$ cat src/rtl/decode_pipe_if.sv
// Handshake and write-back bundle for the decode_pipe ID stage.
// The master side is the fetch/execute/write-back environment; the slave side is the stage itself.
interface decode_pipe_if #(
   parameter int DW  = 32,
   parameter int RAW = 5
);
   logic           in_valid;
   logic           in_ready;
   logic [31:0]    ir;
   logic [DW-1:0]  npc_in;
   logic           flush;
   logic           out_valid;
   logic           out_ready;
   logic [5:0]     op;
   logic [DW-1:0]  a;
   logic [DW-1:0]  b;
   logic [DW-1:0]  imm;
   logic [DW-1:0]  npc_out;
   logic [RAW-1:0] rd;
   logic           wb_en;
   logic [RAW-1:0] wb_addr;
   logic [DW-1:0]  wb_data;

   modport master (
      output in_valid, ir, npc_in, flush, out_ready, wb_en, wb_addr, wb_data,
      input  in_ready, out_valid, op, a, b, imm, npc_out, rd
   );

   modport slave (
      input  in_valid, ir, npc_in, flush, out_ready, wb_en, wb_addr, wb_data,
      output in_ready, out_valid, op, a, b, imm, npc_out, rd
   );
endinterface

$ cat src/rtl/decode_pipe.sv
// Instruction decode stage: register file, operand/immediate select, load-use stall and ID/EX register.
// Define DECODE_BYPASS_EN to forward same-cycle write-back data onto operand reads.
module decode_pipe #(
   parameter int DW  = 32,
   parameter int RAW = 5
) (
   input logic          clk,
   input logic          rst,
   decode_pipe_if.slave bus
);
   localparam int NREG = 2 ** RAW;

   localparam logic [5:0] OP_LW  = 6'b01_0000;
   localparam logic [5:0] OP_BEQ = 6'b10_0000;
   localparam logic [5:0] OP_JMP = 6'b10_0001;

   logic [DW-1:0] rf_q [NREG];

   logic [5:0]     op_in;
   logic [RAW-1:0] ri, rj, rk;
   logic           is_rr, is_mem, is_beq, is_jmp;
   logic [DW-1:0]  val_ri, val_rj, val_rk;
   logic [DW-1:0]  a_d, b_d, imm_d;
   logic           hz;
   logic           accept;

   logic           out_valid_q;
   logic [5:0]     op_q;
   logic [DW-1:0]  a_q, b_q, imm_q, npc_q;
   logic [RAW-1:0] rd_q;

   assign op_in  = bus.ir[31:26];
   assign ri     = bus.ir[21 +: RAW];
   assign rj     = bus.ir[16 +: RAW];
   assign rk     = bus.ir[11 +: RAW];
   assign is_rr  = (op_in[5:4] == 2'b00);
   assign is_mem = (op_in[5:4] == 2'b01);
   assign is_beq = (op_in == OP_BEQ);
   assign is_jmp = (op_in == OP_JMP);

   // NOTE: the register file is small enough to live in flops, so it takes the async reset like any other state.
   always_ff @(posedge clk or posedge rst) begin
      if (rst) begin
         for (int i = 0; i < NREG; i++) rf_q[i] <= '0;
      end else if (bus.wb_en && (bus.wb_addr != '0)) begin
         rf_q[bus.wb_addr] <= bus.wb_data;
      end
   end

   function automatic logic [DW-1:0] read_reg(input logic [RAW-1:0] addr,
                                              input logic            wen,
                                              input logic [RAW-1:0] waddr,
                                              input logic [DW-1:0]  wdata);
      logic [DW-1:0] v;
      v = (addr == '0) ? '0 : rf_q[addr];
`ifdef DECODE_BYPASS_EN
      if (wen && (waddr == addr) && (addr != '0)) v = wdata;
`else
      if (wen && (waddr == addr) && (wdata == '0)) v = v;
`endif
      return v;
   endfunction

   assign val_ri = read_reg(ri, bus.wb_en, bus.wb_addr, bus.wb_data);
   assign val_rj = read_reg(rj, bus.wb_en, bus.wb_addr, bus.wb_data);
   assign val_rk = read_reg(rk, bus.wb_en, bus.wb_addr, bus.wb_data);

   // NOTE: every always_comb output gets a default first, so no path can leave one unassigned and infer a latch.
   always_comb begin
      a_d   = '0;
      b_d   = '0;
      imm_d = '0;
      if (is_rr) begin
         a_d = val_rj;
         b_d = val_rk;
      end else if (is_mem || is_beq) begin
         a_d   = val_ri;
         b_d   = val_rj;
         imm_d = {{(DW-16){bus.ir[15]}}, bus.ir[15:0]};
      end else if (is_jmp) begin
         imm_d = {{(DW-26){1'b0}}, bus.ir[25:0]};
      end
   end

   // A held LW stalls only an instruction that actually reads its destination.
   always_comb begin
      hz = 1'b0;
      if (out_valid_q && (op_q == OP_LW) && (rd_q != '0)) begin
         if (is_rr)
            hz = (rd_q == rj) || (rd_q == rk);
         else if (is_mem || is_beq)
            hz = (rd_q == ri) || (rd_q == rj);
      end
   end

   assign bus.in_ready = bus.flush | ((!out_valid_q | bus.out_ready) & !hz);
   assign accept       = bus.in_valid & bus.in_ready;

   // NOTE: sequential state uses non-blocking assignments so every flop samples pre-edge values.
   always_ff @(posedge clk or posedge rst) begin
      if (rst) begin
         out_valid_q <= 1'b0;
         op_q        <= '0;
         a_q         <= '0;
         b_q         <= '0;
         imm_q       <= '0;
         npc_q       <= '0;
         rd_q        <= '0;
      end else if (bus.flush) begin
         out_valid_q <= 1'b0;
      end else if (accept) begin
         out_valid_q <= 1'b1;
         op_q        <= op_in;
         a_q         <= a_d;
         b_q         <= b_d;
         imm_q       <= imm_d;
         npc_q       <= bus.npc_in;
         rd_q        <= ri;
      end else if (bus.out_ready && out_valid_q) begin
         out_valid_q <= 1'b0;
      end
   end

   assign bus.out_valid = out_valid_q;
   assign bus.op        = op_q;
   assign bus.a         = a_q;
   assign bus.b         = b_q;
   assign bus.imm       = imm_q;
   assign bus.npc_out   = npc_q;
   assign bus.rd        = rd_q;
endmodule

$ cat src/flat_wrapper.sv
// flat-port wrapper written by rule: the top's interface ports become plain ports
module decode_pipe_flat 
#(
   parameter int DW  = 32,
   parameter int RAW = 5
)
  (clk, rst, bus_in_valid, bus_ir, bus_npc_in, bus_flush, bus_out_ready, bus_wb_en, bus_wb_addr, bus_wb_data, bus_in_ready, bus_out_valid, bus_op, bus_a, bus_b, bus_imm, bus_npc_out, bus_rd);
  decode_pipe_if #(.DW(DW), .RAW(RAW)) bus_i ();
  input logic clk;
  input logic rst;
  input wire logic [$bits(bus_i.in_valid)-1:0] bus_in_valid;
  input wire logic [$bits(bus_i.ir)-1:0] bus_ir;
  input wire logic [$bits(bus_i.npc_in)-1:0] bus_npc_in;
  input wire logic [$bits(bus_i.flush)-1:0] bus_flush;
  input wire logic [$bits(bus_i.out_ready)-1:0] bus_out_ready;
  input wire logic [$bits(bus_i.wb_en)-1:0] bus_wb_en;
  input wire logic [$bits(bus_i.wb_addr)-1:0] bus_wb_addr;
  input wire logic [$bits(bus_i.wb_data)-1:0] bus_wb_data;
  output wire logic [$bits(bus_i.in_ready)-1:0] bus_in_ready;
  output wire logic [$bits(bus_i.out_valid)-1:0] bus_out_valid;
  output wire logic [$bits(bus_i.op)-1:0] bus_op;
  output wire logic [$bits(bus_i.a)-1:0] bus_a;
  output wire logic [$bits(bus_i.b)-1:0] bus_b;
  output wire logic [$bits(bus_i.imm)-1:0] bus_imm;
  output wire logic [$bits(bus_i.npc_out)-1:0] bus_npc_out;
  output wire logic [$bits(bus_i.rd)-1:0] bus_rd;
  assign bus_i.in_valid = bus_in_valid;
  assign bus_i.ir = bus_ir;
  assign bus_i.npc_in = bus_npc_in;
  assign bus_i.flush = bus_flush;
  assign bus_i.out_ready = bus_out_ready;
  assign bus_i.wb_en = bus_wb_en;
  assign bus_i.wb_addr = bus_wb_addr;
  assign bus_i.wb_data = bus_wb_data;
  assign bus_in_ready = bus_i.in_ready;
  assign bus_out_valid = bus_i.out_valid;
  assign bus_op = bus_i.op;
  assign bus_a = bus_i.a;
  assign bus_b = bus_i.b;
  assign bus_imm = bus_i.imm;
  assign bus_npc_out = bus_i.npc_out;
  assign bus_rd = bus_i.rd;
  decode_pipe #(.DW(DW), .RAW(RAW)) u_core (.clk(clk), .rst(rst), .bus(bus_i));
endmodule
$ cat config.mk
export PLATFORM = sky130hd
export DESIGN_NAME = decode_pipe_flat
export DESIGN_NICKNAME = d
export VERILOG_FILES = /design/src/rtl/decode_pipe_if.sv /design/src/rtl/decode_pipe.sv /design/src/flat_wrapper.sv
export SDC_FILE = /design/constraint.sdc
export NUM_CORES = 2
export LEC_CHECK = 0
export BUFFER_PORTS_ARGS = -buffer_cell sky130_fd_sc_hd__buf_2
export CAP_MARGIN = 20
export CORE_MARGIN = 2
export CORE_UTILIZATION = 45
export CTS_CLUSTER_DIAMETER = 60
export CTS_CLUSTER_SIZE = 25
export DETAILED_ROUTE_END_ITERATION = 12
export GPL_ROUTABILITY_DRIVEN = 0
export SYNTH_ARGS = -nofsm -noshare
export SYNTH_HDL_FRONTEND = slang
export SYNTH_SLANG_ARGS = --single-unit
$ cat constraint.sdc
create_clock -name clk -period 58.2 [get_ports clk]
set_input_delay 11.64 -clock clk [delete_from_list [all_inputs] [get_ports clk]]
set_output_delay 11.64 -clock clk [all_outputs]
set_load 0.05 [all_outputs]
-- Word-level counts from Yosys, hierarchy flattened
Index checks and enable logic that the tools add are counted.
Widths: inputs -> output; s select.
- latch bits: 0
- output and inout port bits: 141
- register bits after elaboration: 1164
- bits in read-only memories: 0
- memories kept: 0
- memory bits (writable): 0
- bitwise logic cells: 9
- multiply operators: 0
- equality and inequality tests: 7
- $add $sub $neg: 0
- div/mod/pow operators: 0
- $lt $le $gt $ge: 5
- reductions and logical operators: 18
- shift operators: 0
- muxes and demuxes: 28
- operator list (cell ; number):
    $bwmux 1024 ; 1
    $mux 32 ; 16
    $bmux 32 s5 ; 3
    $demux 32 s5 ; 1
    $mux 26 ; 1
    $ge 6x6->1 const B ; 4
    $not 5->6 ; 4
    $eq 5x5->1 ; 3
    $logic_not 5->1 ; 3
    $eq 6x6->1 const B ; 2
    $reduce_bool 5->1 ; 2
    $eq 6x5->1 const B ; 1
    $lt 6x1->1 const B ; 1
    $mux 1 ; 6
    $logic_and 1x1->1 ; 5
    $logic_or 1x1->1 ; 3
    $reduce_bool 3->1 ; 1
    $and 1x1->1 ; 2
    $eq 2x1->1 const B ; 1
    $logic_not 1->1 ; 2
    $logic_not 2->1 ; 1
    $or 1x1->1 ; 2
    $reduce_and 2->1 ; 1
    $not 1->1 ; 1

-- Depth between registers and ports, before layout
- depth after elaboration: 11
- depth in mapped cells: 13
- depth with buffers taken out: 6

-- Worst setup path before layout
OpenSTA, ideal clock, no wires.
- path type: in2out
- start: input port bus_ir[24]
- end: output port bus_in_ready
- slack: 32.823 ns
- required time: 46.560 ns
- arrival time: 13.737 ns
- stages on the path: 8
- path through: clkbuf_1 > xnor2_1 > nand4_1 > nor3_1 > o311ai_1 > clkbuf_1 > clkbuf_1 > o21a_1
- longest elaborated chain between the ends: 8
- ends and longest elaborated chain (item ; RTL line ; RTL):
    start, declared ; flat_wrapper.sv:12 ; input wire logic [$bits(bus_i.ir)-1:0] bus_ir;
    $eq 5x5->1 ; decode_pipe.sv:92 ; hz = (rd_q == ri) || (rd_q == rj);
    $logic_or 1x1->1 ; decode_pipe.sv:92 ;
    $mux 1 ; decode_pipe.sv:91 ; else if (is_mem || is_beq)
    $mux 1 ; decode_pipe.sv:89 ; if (is_rr)
    $mux 1 ; decode_pipe.sv:88 ; if (out_valid_q && (op_q == OP_LW) && (rd_q != '0)) begin
    $logic_not 1->1 ; decode_pipe.sv:96 ; assign bus.in_ready = bus.flush | ((!out_valid_q | bus.out_ready) & !hz);
    $and 1x1->1 ; decode_pipe.sv:96 ;
    $or 1x1->1 ; decode_pipe.sv:96 ;
    end, declared ; flat_wrapper.sv:19 ; output wire logic [$bits(bus_i.in_ready)-1:0] bus_in_ready;
Every way passes these cells.

-- Final worst setup path
- start: input port bus_ir[22]
- end: output port bus_in_ready
The elaborated chain is that of the path after synthesis.

==> impl_metrics.tcl <==
set metrics [dict create \
    clock.fmax_ghz 0.0391 \
    critPathKind "input pin to primary output" \
    vias 50400 \
    cts_root_buf "clkbuf_16" \
    power_switching_uw 854 \
    critPathArrivalTime_ps 13930 \
    grt_use_total_pct 32.2 \
    worstHoldPathCells 0 \
    endpoint_kind "primary output" \
    hold_viol_final 0 \
    synth.distinct_cells 58 \
    timing.hold.ws_ps 424 \
    fin_util_pct 49.8 \
    dpl_cell_area_mm2 0.0716 \
    die_area_mm2 0.156 \
    hp-class "register to register" \
    viasPerCell 6.89 \
    clkTransAtPathRegs_ps 70 \
    p_int_mw 1.69 \
    rsz0062_at_grt "false" \
    crit_path_max_fanout 56 \
    ys_warn_count 0 \
    clk_path_buf_depth 3 \
    irDropWorstVdd_mv 0.0273 \
    total_power_mw 2.54 \
    outcome "complete, no violations" \
    fp-row-count 143 \
    p_leak_nw 33.2 \
    ant_nets 0 \
    synth_edf_count 0 \
    fp.dieW_um 395 \
    drc 0 \
    post_cts_resized 0 \
    timing.final.crit_share_pct 43.9 \
    maxCapViolCount 0 \
    cp.required_ps 46560 \
    fillerInstances 13400 \
    syn_inst 5284 \
    switching_share_pct 33.6 \
    stdcell_area_mm2 0.0757 \
    final.setup_skew_ps 39.4 \
    ys_ff_latch 1159 \
    worst_r2r_path_depth 9 \
    syn_area_mm2 0.0689 \
    slew_headroom_pct 18.2 \
    initial_utilization_pct 45.3 \
    drive_above_1_share_pct 41.3 \
    pwr-share-clk_pct 31.8 \
    p_comb_share_pct 24.8 \
    p_per_area_mw_per_mm2 33.6 \
    place_hpwl_um 139000 \
    synth_fp_nets 5391 \
    r2r_start "u_core.bus.rd[0]" \
    grt_pass1_vias 50300 \
    grt_max_degree 167 \
    core_area_mm2 0.152 \
    tritoncts "built" \
    hold_buffers 0 \
    rrSetupSlack_ps 53600 \
    r2r_end "u_core.bus.b[11]" \
    port_buffers 247 \
    slew_viol_final 0 \
    synth.avg_cell_area_um2 13.0 \
    wl_um 256000 \
    area_growth_pct 9.80 \
    nNetsFinal 5284 \
    hp-start "u_core.rf_q[997]" \
    first_iter_violations 5993 \
    grt_pass1_wl_um 368000 \
    yosysSeqAreaShare_pct 42.1 \
    drt_first_pass_iters 6 \
    finalCriticalPeriod_ps 25570 \
    synth_top_flop_cell "dfrtp_1" \
    start_kind "input pin" \
    hold_end "u_core.rf_q[997]" \
    overflow 0 \
    fin_tns_setup_ps 0 \
    cts_made_buffers 111 \
    seq_power_share_pct 43.5 \
    io_pins 248 \
    clock_latency_ps 780 \
    tightest_slew_ps 1230 \
    crit_start "bus_ir[22]" \
    setup_viol 0 \
    clock_sinks 1159 \
    die_y_um 395 \
    postCtsSetupRepairBufs 0 \
    ys_async_sr_fraction_pct 100 \
    routedWlPerCell_um 35.0 \
    htree_levels 3 \
    antenna_found_initial 16 \
]
-- area by class of cell --
class | instances | area, µm² | area share [%]
multi-input cells | 3502 | 37600 | 49.7
clock inverters | 91 | 1150 | 1.52
diodes | 8 | 20.0 | 0.0265
flip-flops and latches | 1159 | 29000 | 38.3
well taps | 2030 | 2540 | 3.36
repair buffers | 369 | 2330 | 3.08
inverters | 34 | 135 | 0.179
clock buffers | 120 | 2870 | 3.80
-- placed cells by master (no fill, tap or decap), types with 8 or more instances in the layout --
| cell type | instances |
|---|---|
| nor3_1 | 9 |
| nand2b_1 | 12 |
| diode_2 | 8 |
| o22ai_1 | 50 |
| nor4_1 | 11 |
| inv_8 | 17 |
| o21ai_0 | 44 |
| clkinv_8 | 15 |
| buf_2 | 238 |
| dfrtp_1 | 1159 |
| clkinv_4 | 8 |
| a22o_1 | 14 |
| nand2_4 | 13 |
| buf_12 | 8 |
| a22oi_1 | 298 |
| nor2_1 | 26 |
| nor2b_1 | 12 |
| inv_1 | 30 |
| buf_4 | 116 |
| inv_6 | 24 |
| mux4_2 | 423 |
| nand3_1 | 126 |
| o221ai_1 | 20 |
| o211ai_1 | 8 |
| nor2_4 | 23 |
| or3_1 | 10 |
| a221oi_1 | 39 |
| mux2_2 | 1105 |
| clkbuf_16 | 112 |
| nand2_1 | 96 |
| nand4_1 | 48 |
| a31oi_1 | 42 |
| mux2i_1 | 771 |
| a21oi_1 | 156 |
| xnor2_1 | 11 |
| a211o_1 | 38 |
-- sequential cells by signal, indices dropped and copies added, names as in the netlist --
name and count:
u_core.bus.a 32, u_core.bus.rd 5, u_core.rf_q 1024, u_core.bus.op 6, u_core.bus.imm 27, u_core.bus.b 32
u_core.bus.out_valid 1, u_core.bus.npc_out 32
-- stage by stage --
stage	worst slack [ps]	cells
final	32630	7313
after floorplan	13920	5284
after global placement	32710	7091
after global routing	32620	7312
after CTS	32720	7305
after detailed placement	32730	7094
-- kinds of logic (layout without fill, tap and decap cells) --
kind of cell | Yosys count | count (layout) | synth area share, %
XOR/XNOR | 15 | 15 | 0.191
flip-flops | 1159 | 1159 | 42.1
AND/OR/NAND/NOR | 435 | 435 | 3.17
multiplexers | 2304 | 2304 | 43.2
AO/OA/AOI/OAI | 748 | 748 | 7.53
other | 0 | 8 | 0
buffers and inverters | 623 | 614 | 3.87
-- worst max path at each step --
stage	endpoint
2_1_floorplan	u_core.bus.a[0]
3_3_place_gp	bus_in_ready
3_5_place_dp	bus_in_ready
4_1_cts	bus_in_ready
5_1_grt	bus_in_ready
6_report	bus_in_ready
-- layer usage --
| layer | vias up | track usage [%] | wire length [µm] |
|---|---|---|---|
| met5 | - | 0 | 34 |
| met4 | 6 | 15.0 | 12800 |
| met3 | 665 | 7.49 | 24600 |
| met2 | 2758 | 50.0 | 117000 |
| met1 | 26700 | 42.8 | 102000 |
| li1 | 20300 | - | - |
-- power groups by stage --
stage	Sequential, mW	Combinational, mW	Clock (mW)
floorplan	1.12	0.438	0
global placement	1.11	0.614	0
detailed placement	1.11	0.623	0
CTS	1.10	0.625	0.818
global route	1.12	0.668	0.850
finish	1.10	0.629	0.807
-- cells in the mapped netlist, drive strengths merged, types with 3 or more instances --
cell type | n | area [µm²]
dfrtp | 1159 | 29000
mux2 | 1110 | 12500
mux2i | 771 | 7720
mux4 | 423 | 9530
clkbuf | 331 | 1240
a22oi | 298 | 2240
buf | 258 | 1300
a21oi | 156 | 781
nand3 | 126 | 631
nand2 | 112 | 420
nor2 | 52 | 195
o22ai | 50 | 313
nand4 | 48 | 300
o21ai | 45 | 225
a31oi | 42 | 263
a221oi | 39 | 342
a211o | 38 | 333
inv | 33 | 124
o221ai | 20 | 175
nor2b | 19 | 119
a22o | 14 | 123
nand2b | 12 | 75.1
nor4 | 11 | 68.8
xnor2 | 11 | 96.3
nor3 | 10 | 55.1
or3 | 10 | 62.6
o211ai | 8 | 60.1
o31ai | 8 | 73.8
a221o | 7 | 70.1
and2 | 7 | 43.8
nand3b | 6 | 45.0
nor3b | 6 | 45.0
o32ai | 5 | 43.8
or2 | 5 | 31.3
a211oi | 4 | 30.0
a31o | 4 | 35.0
o2111ai | 4 | 35.0
xor2 | 4 | 35.0
or4 | 3 | 22.5
-- worst max-delay path, stage by stage --
cell and delay, ps:
buf_8 470, xnor2_1 190, nand4_1 190, nor3_1 450, o311ai_4 140, buf_4 280, o21a_1 210, buf_2 230
(Power assumes the default switching activity.)
